$ cat src/rtl/mips_multicycle_ctrl.sv
// Multicycle MIPS control unit: Moore FSM driving datapath mux selects and
// enables, with a req/ack handshake toward a unified instruction/data memory.
//
// state     | meaning
// ----------+-------------------------------------------------------------
// IDLE      | after reset; everything off, fetch next
// FETCH     | read instruction at PC, compute PC+4, load IR/PC on ack
// DECODE    | compute branch target into ALUOut, dispatch on opcode
// MEMADR    | base + sign-extended offset for lw/sw
// MEMRD     | load data read at ALUOut
// MEMWB     | write loaded data to rt
// MEMWR     | store reg B at ALUOut (final state of sw)
// RTYPE_EX  | ALU on A, B with funct
// RTYPE_WB  | write ALUOut to rd
// BEQ       | compare A, B; load branch target when zero
// IMM_EX    | addi (sign-ext add) or ori (zero-ext or)
// IMM_WB    | write ALUOut to rt
// JUMP      | load jump target
// JAL       | load jump target and link PC+4 into $31
// ERR       | unsupported opcode; parked until reset

module mips_multicycle_ctrl (
  input  logic       clk,
  input  logic       rst_n,
  input  logic [5:0] opcode,
  input  logic       zero,
  input  logic       mem_ack,
  output logic       mem_req,
  output logic       mem_write,
  output logic       iord,
  output logic       ir_write,
  output logic       pc_en,
  output logic [1:0] pc_src_sel,
  output logic       alu_srca_sel,
  output logic [2:0] alu_srcb_sel,
  output logic [1:0] alu_op,
  output logic       reg_write,
  output logic [1:0] reg_dst_sel,
  output logic [1:0] wb_sel,
  output logic       instr_done,
  output logic       illegal_op
);

  localparam logic [5:0] OP_RTYPE = 6'h00;
  localparam logic [5:0] OP_J     = 6'h02;
  localparam logic [5:0] OP_JAL   = 6'h03;
  localparam logic [5:0] OP_BEQ   = 6'h04;
  localparam logic [5:0] OP_ADDI  = 6'h08;
  localparam logic [5:0] OP_ORI   = 6'h0D;
  localparam logic [5:0] OP_LW    = 6'h23;
  localparam logic [5:0] OP_SW    = 6'h2B;

  localparam logic [1:0] PC_ALU    = 2'b00;
  localparam logic [1:0] PC_ALUOUT = 2'b01;
  localparam logic [1:0] PC_JUMP   = 2'b10;

  localparam logic [2:0] SRCB_REG    = 3'b000;
  localparam logic [2:0] SRCB_FOUR   = 3'b001;
  localparam logic [2:0] SRCB_SIMM   = 3'b010;
  localparam logic [2:0] SRCB_SIMMSH = 3'b011;
  localparam logic [2:0] SRCB_ZIMM   = 3'b100;

  localparam logic [1:0] ALU_ADD   = 2'b00;
  localparam logic [1:0] ALU_SUB   = 2'b01;
  localparam logic [1:0] ALU_FUNCT = 2'b10;
  localparam logic [1:0] ALU_OR    = 2'b11;

  localparam logic [1:0] DST_RT = 2'b00;
  localparam logic [1:0] DST_RD = 2'b01;
  localparam logic [1:0] DST_RA = 2'b10;

  localparam logic [1:0] WB_ALUOUT = 2'b00;
  localparam logic [1:0] WB_MEM    = 2'b01;
  localparam logic [1:0] WB_PC     = 2'b10;

  typedef enum logic [3:0] {
    S_IDLE     = 4'd0,
    S_FETCH    = 4'd1,
    S_DECODE   = 4'd2,
    S_MEMADR   = 4'd3,
    S_MEMRD    = 4'd4,
    S_MEMWB    = 4'd5,
    S_MEMWR    = 4'd6,
    S_RTYPE_EX = 4'd7,
    S_RTYPE_WB = 4'd8,
    S_BEQ      = 4'd9,
    S_IMM_EX   = 4'd10,
    S_IMM_WB   = 4'd11,
    S_JUMP     = 4'd12,
    S_JAL      = 4'd13,
    S_ERR      = 4'd14
  } state_t;

  state_t state, state_next;

  // Async clear means mem_req, a pure state decode, drops with rst_n.
  always_ff @(posedge clk or negedge rst_n) begin
    if (!rst_n) state <= S_IDLE;
    else        state <= state_next;
  end

  always_comb begin
    state_next = state;
    case (state)
      S_IDLE:  state_next = S_FETCH;
      S_FETCH: if (mem_ack) state_next = S_DECODE;
      S_DECODE: begin
        case (opcode)
          OP_LW, OP_SW:    state_next = S_MEMADR;
          OP_RTYPE:        state_next = S_RTYPE_EX;
          OP_BEQ:          state_next = S_BEQ;
          OP_ADDI, OP_ORI: state_next = S_IMM_EX;
          OP_J:            state_next = S_JUMP;
          OP_JAL:          state_next = S_JAL;
          default:         state_next = S_ERR;
        endcase
      end
      S_MEMADR:   state_next = (opcode == OP_LW) ? S_MEMRD : S_MEMWR;
      S_MEMRD:    if (mem_ack) state_next = S_MEMWB;
      S_MEMWB:    state_next = S_FETCH;
      S_MEMWR:    if (mem_ack) state_next = S_FETCH;
      S_RTYPE_EX: state_next = S_RTYPE_WB;
      S_RTYPE_WB: state_next = S_FETCH;
      S_BEQ:      state_next = S_FETCH;
      S_IMM_EX:   state_next = S_IMM_WB;
      S_IMM_WB:   state_next = S_FETCH;
      S_JUMP:     state_next = S_FETCH;
      S_JAL:      state_next = S_FETCH;
      S_ERR:      state_next = S_ERR;
      default:    state_next = S_IDLE;
    endcase
  end

  always_comb begin
    mem_req      = 1'b0;
    mem_write    = 1'b0;
    iord         = 1'b0;
    ir_write     = 1'b0;
    pc_en        = 1'b0;
    pc_src_sel   = PC_ALU;
    alu_srca_sel = 1'b0;
    alu_srcb_sel = SRCB_REG;
    alu_op       = ALU_ADD;
    reg_write    = 1'b0;
    reg_dst_sel  = DST_RT;
    wb_sel       = WB_ALUOUT;
    instr_done   = 1'b0;
    illegal_op   = 1'b0;
    case (state)
      S_FETCH: begin
        mem_req      = 1'b1;
        alu_srcb_sel = SRCB_FOUR;
        ir_write     = mem_ack;
        pc_en        = mem_ack;
      end
      S_DECODE: begin
        alu_srcb_sel = SRCB_SIMMSH;
      end
      S_MEMADR: begin
        alu_srca_sel = 1'b1;
        alu_srcb_sel = SRCB_SIMM;
      end
      S_MEMRD: begin
        mem_req = 1'b1;
        iord    = 1'b1;
      end
      S_MEMWB: begin
        reg_write   = 1'b1;
        reg_dst_sel = DST_RT;
        wb_sel      = WB_MEM;
        instr_done  = 1'b1;
      end
      S_MEMWR: begin
        mem_req    = 1'b1;
        mem_write  = 1'b1;
        iord       = 1'b1;
        instr_done = mem_ack;
      end
      S_RTYPE_EX: begin
        alu_srca_sel = 1'b1;
        alu_srcb_sel = SRCB_REG;
        alu_op       = ALU_FUNCT;
      end
      S_RTYPE_WB: begin
        reg_write   = 1'b1;
        reg_dst_sel = DST_RD;
        wb_sel      = WB_ALUOUT;
        instr_done  = 1'b1;
      end
      S_BEQ: begin
        alu_srca_sel = 1'b1;
        alu_srcb_sel = SRCB_REG;
        alu_op       = ALU_SUB;
        pc_src_sel   = PC_ALUOUT;
        pc_en        = zero;
        instr_done   = 1'b1;
      end
      S_IMM_EX: begin
        alu_srca_sel = 1'b1;
        if (opcode == OP_ORI) begin
          alu_srcb_sel = SRCB_ZIMM;
          alu_op       = ALU_OR;
        end else begin
          alu_srcb_sel = SRCB_SIMM;
          alu_op       = ALU_ADD;
        end
      end
      S_IMM_WB: begin
        reg_write   = 1'b1;
        reg_dst_sel = DST_RT;
        wb_sel      = WB_ALUOUT;
        instr_done  = 1'b1;
      end
      S_JUMP: begin
        pc_en      = 1'b1;
        pc_src_sel = PC_JUMP;
        instr_done = 1'b1;
      end
      // PC still holds PC+4 here, so the link value is taken before the update.
      S_JAL: begin
        pc_en       = 1'b1;
        pc_src_sel  = PC_JUMP;
        reg_write   = 1'b1;
        reg_dst_sel = DST_RA;
        wb_sel      = WB_PC;
        instr_done  = 1'b1;
      end
      S_ERR: begin
        illegal_op = 1'b1;
      end
      default: ;
    endcase
  end

endmodule

$ cat config.mk
export PLATFORM = sky130hd
export DESIGN_NAME = mips_multicycle_ctrl
export DESIGN_NICKNAME = d
export VERILOG_FILES = /design/src/rtl/mips_multicycle_ctrl.sv
export SDC_FILE = /design/constraint.sdc
export NUM_CORES = 1
export LEC_CHECK = 0
export CORE_MARGIN = 2
export CORE_UTILIZATION = 40
export DETAILED_ROUTE_END_ITERATION = 10
export DONT_BUFFER_PORTS = 1
export GPL_TIMING_DRIVEN = 0
export HOLD_SLACK_MARGIN = 0.12
export PLACE_DENSITY = 0.65
export SLEW_MARGIN = 30
export SYNTH_ARGS = -nofsm -noshare
export SYNTH_HDL_FRONTEND = slang
export SYNTH_SLANG_ARGS = --single-unit
$ cat constraint.sdc
create_clock -name clk -period 1.9 [get_ports clk]
set_input_delay 0.57 -clock clk [delete_from_list [all_inputs] [get_ports clk]]
set_output_delay 0.57 -clock clk [all_outputs]
set_load 0.05 [all_outputs]
**After elaboration in Yosys (flattened, before gate mapping)**

Cells that the tools add are included.

- Register bits after elaboration: 4
- Bits of input ports: 10
- Output and inout port bits: 20
- Word-level logic and storage cells: 59

- Equality and inequality tests: 24
- Muxes and demuxes: 22
- Reduce and logical (&&, ||, !) cells: 12

Operators with widths:

| operator | count |
|---|---|
| case mux 4 bit (9 select lines) | 1 |
| == test 4 bit (second input constant) | 7 |
| case mux 4 bit (6 select lines) | 1 |
| == test 4 x 3 -> 1 bit (second input constant) | 4 |
| == test 6 x 2 -> 1 bit (second input constant) | 2 |
| == test 6 x 4 -> 1 bit (second input constant) | 2 |
| == test 6 bit (second input constant) | 2 |
| two-way mux 4 bit | 3 |
| case mux 2 bit (2 select lines) | 3 |
| case mux 3 bit (4 select lines) | 1 |
| == test 4 x 2 -> 1 bit (second input constant) | 2 |
| OR reduction 2 bit | 4 |
| OR reduction 4 bit | 2 |
| two-way mux 1 bit | 7 |
| OR reduction 7 bit | 1 |
| == test 6 x 3 -> 1 bit (second input constant) | 1 |
| logical NOT 6 bit | 1 |
| inequality test 2 bit (second input constant) | 3 |
| case mux 2 bit (3 select lines) | 1 |
| OR reduction 6 bit | 1 |
| == test 4 x 1 -> 1 bit (second input constant) | 1 |
| logical NOT 4 bit | 1 |
| two-way mux 2 bit | 2 |
| two-way mux 3 bit | 1 |
| other kinds (4) | 4 |

**Logic depth before layout (Yosys ltp)**

- Word-level depth: 4
- Mapped depth: 5
- Mapped depth without buffers: 4

**Worst setup path before layout**

No wires, ideal clock.

- Kind: in2out
- From: input opcode[5]
- To: output alu_srcb_sel[2]
- Arrival time: 2.248 ns
- Required time: 1.330 ns
- Slack: -0.918 ns
- Stages: 2
- Buffers on the path: 0
- Path through: nand4bb_1 -> nor4_1

- Word-level cells in the longest chain between the ends: 3

RTL lines:

| what | RTL line | source |
|---|---|---|
| from (decl) | 25 | `input logic [5:0] opcode,` |
| == test 6 x 4 -> 1 bit | 200 | `if (opcode == OP_ORI) begin` |
| two-way mux 3 bit | 200 |  |
| case mux 3 bit (4 select lines) | 149 | `case (state)` |
| to (decl) | 35 | `output logic [2:0] alu_srcb_sel,` |

Every way passes these cells.

**Worst setup path in the final report**

- From: register state[0]
- To: output alu_srcb_sel[2]

- Word-level cells in the longest chain between the ends: 2
- Elaborated cells on any way between the ends: 5
- Those cells by class: eq/ne (4); mux (1)

RTL lines:

| what | RTL line | source |
|---|---|---|
| from (decl) | 94 | `state_t state, state_next;` |
| from (signal assigned) | 99 | `else state <= state_next;` |
| == test 4 bit, or another cell as far along | 149 |  |
| case mux 3 bit (4 select lines) * | 149 |  |

Mark *: on every way between the ends. The rest lies on a longest branch, timed or not.

==> impl_metrics.csv <==
group,metric,value,unit
drt,drt_iter0_drc,43,
grt,grt_max_degree,11,
timing,drv_slew,0,
timing,worst_pin_slew,0.718,ns
hold_path,min_path_type,"primary input to flip-flop",
clock_network,cts_tree,"built",
synthesis,synthCells,92,
final_layout,n_antenna_cell,0,
timing,setup_slack,-0.256,ns
timing,grt_setup_unrepaired,"yes",
synthesis,ys_warn_count,0,
drt,wirelength,2.39,mm
grt,grt_pass1_wl,3.55,mm
floorplan,die_area,1870,um2
final_layout,finalInstanceArea,1060,um2
worst_setup_path,crit_slowest_cell,"nor4_4",
grt,grt_pass1_vias,799,
outcome,outcome,"finished, violations left",
worst_setup_path,worstSetupPathType,"flip-flop to primary output",
floorplan,core-area,1470,um2
timing,fin_crit,2.16,ns
place,gp_congestion,0.805,
synthesis,synth_area_per_cell,6.68,um2
clock_network,insertion_delay,0.27,ns
worst_setup_path,path_delay_family,"simple AND/OR/NAND/NOR gates",
drt,vias,843,
timing,skew,0.0248,ns
floorplan,die_h,43.2,um
final_layout,largest-register,"state",
synthesis,syn_area,614,um2
worst_setup_path,critPathBufInv,1,
grt,antenna_found_initial,0,
clock_network,clock-sinks,4,
final_layout,largest_reg_flops,4,
place,dpl_cell_area,718,um2
clock_network,root_buffer,"clkbuf_4",
synthesis,yosysSeqAreaShare,0.163,
worst_setup_path,worstPathCellList,"buf_8 -> nand2b_4 -> nor4_4",
final_layout,area_growth,72.1,%
final_layout,drive_gt1_frac,0.570,
drt,post-route-drc-count,0,
synthesis,synth_cell_types,40,
drt,antenna_left,0,
worst_setup_path,endpoint_kind,"primary output",
clock_network,htreeDepth,1,
timing,max_slew_margin,0.518,
worst_setup_path,cp_slowest_stage_delay,0.62,ns
floorplan,die_w,43.2,um
worst_setup_path,crit-reg2reg-launch,"state[0]$_DFFE_PN0P_",
floorplan,initial_core_util,0.418,
hold_path,hp-start,"opcode[5]",
worst_setup_path,arrival,1.59,ns
timing,max_freq,464,MHz
drt,drt-pass1-iter-count,5,
worst_setup_path,startpoint_type,"flip-flop",
timing,hold_viol,0,
clock_network,clockBufferDepth,2,
synthesis,ys_ff_latch,4,
clock_network,cts.clk_slew.worst_paths,0.06,ns
outcome,violations,"setup timing",
run,maxCapViolCount,0,
grt,grt.total_usage,0.256,
worst_setup_path,rrSetupSlack,0.15,ns
timing,setup_viol,17,
final_layout,multi_input_area,741,um2
drt,avgViaCountPerCell,6.85,
worst_setup_path,critPathMaxFanout,6,
final_layout,fin_nets,119,
floorplan,rows,14,
place,dp_hpwl,1.29,mm
floorplan,io_pins,30,
timing,fin_crit_sh,1.13,
worst_setup_path,required,1.33,ns
final_layout,final-seq-area,104,um2
final_layout,n_fill_cell,92,
grt,globalRoute.totalOverflow,0,
final_layout,top_regs,"state x4",
worst_setup_path,startpoint,"state[0]$_DFFE_PN0P_",
place,io_buffers,0,
synthesis,syn_nets,102,
drt,wl_per_cell,19.4,um
clock_network,cts_made_buffers,3,
==> metrics by stage <==
stage                     utilization  TNS [ns]  std cells  hold slack (ns)  setup WS (ns)
after floorplan                     -     -1.59         92            0.274         -0.357
after global placement          0.482     -2.89        108            0.275         -0.472
after detailed placement        0.488     -2.83        108            0.274         -0.470
after CTS                       0.659     -2.14        119            0.555         -0.263
after global routing            0.719     -3.32        123            0.533         -0.307
final                           0.719     -2.42        123            0.523         -0.256
==> worst reg2reg max path: stages (launching register included) <==
cell and delay (ns):
dfrtp_1 0.36, buf_8 0.14, buf_4 0.13, nand2_1 0.16
or4_1 0.51, a32oi_1 0.19, o32ai_1 0.10
==> cell families after synthesis <==
kind of cell,synth area share
AND/OR/NAND/NOR,0.475
AO/OA/AOI/OAI,0.289
buffers and inverters,0.0591
flip-flops,0.163
XOR/XNOR,0.0143
==> synth_stat cells, drive strengths merged <==
cell / count / area share
nor2: 14 / 0.086
nand2: 11 / 0.067
nand2b: 8 / 0.094
nor3: 5 / 0.041
o21ai: 5 / 0.041
clkbuf: 4 / 0.026
dfrtp: 4 / 0.16
nand3: 3 / 0.024
nor4: 3 / 0.031
a31oi: 2 / 0.020
and3: 2 / 0.020
buf: 2 / 0.020
inv: 2 / 0.012
nor2b: 2 / 0.020
o32ai: 2 / 0.029
or4: 2 / 0.024
a2111oi: 1 / 0.014
a211o: 1 / 0.014
a211oi: 1 / 0.012
a21boi: 1 / 0.012
a21oi: 1 / 0.0081
a311o: 1 / 0.016
a32oi: 1 / 0.014
and3b: 1 / 0.014
nand3b: 1 / 0.012
nand4bb: 1 / 0.018
nor3b: 1 / 0.012
o2111a: 1 / 0.018
o211ai: 1 / 0.012
o21a: 1 / 0.012
o21ba: 1 / 0.016
o21bai: 1 / 0.012
o22ai: 1 / 0.010
o2bb2ai: 1 / 0.014
o31ai: 1 / 0.012
or2: 1 / 0.010
xnor2: 1 / 0.014
==> repair_timing <==
item / 4_1_cts / 5_1_grt
endpoints found under the setup margin: 19 / 20
pin swaps: 14 / 17
resized for setup: 43 / 21
hold buffers: 1 / 0
buffers inserted: 7 / 4
gates cloned: 0 / 0
hold endpoints to repair: 4 / 0
==> metal layers <==
metal	track usage	up-vias	routed length (um)
li1	-	378	-
met1	0.289	393	908
met2	0.406	56	1140
met3	0.0936	16	206
met4	0.152	0	137
met5	0	-	0
==> layout by cell type, fill, tap and decap left out, drive strengths merged, types with 2 or more instances in the layout <==
cell,netlist,layout
buf,2,16
nor2,14,14
nand2,11,11
nand2b,8,8
nor3,5,5
o21ai,5,5
clkbuf,4,4
dfrtp,4,4
nand3,3,3
nor4,3,3
and3,2,2
a31oi,2,2
or4,2,2
o32ai,2,2
nor2b,2,2
inv,2,2
==> cell type report <==
cell class / instances / share of cell area
flip-flops and latches: 4 / 0.0982
well taps: 16 / 0.0189
repair buffers: 12 / 0.102
multi-input cells: 80 / 0.701
clock buffers: 3 / 0.0213
plain buffers: 6 / 0.0497
inverters: 2 / 0.00947
==> path summary, 6_finish.rpt <==
check / end / cells after the start
max: alu_srcb_sel[2] / 3
max in group asynchronous: state[3]$_DFFE_PN0P_ / 1
min in group asynchronous: state[0]$_DFFE_PN0P_ / 1
min reg2reg: state[2]$_DFFE_PN0P_ / 3
min: state[3]$_DFFE_PN0P_ / 2
max reg2reg: state[1]$_DFFE_PN0P_ / 6
Power is left out: the tool's default activity adds up to more than one toggle a clock period on the data nets, which glitch-free logic cannot reach.
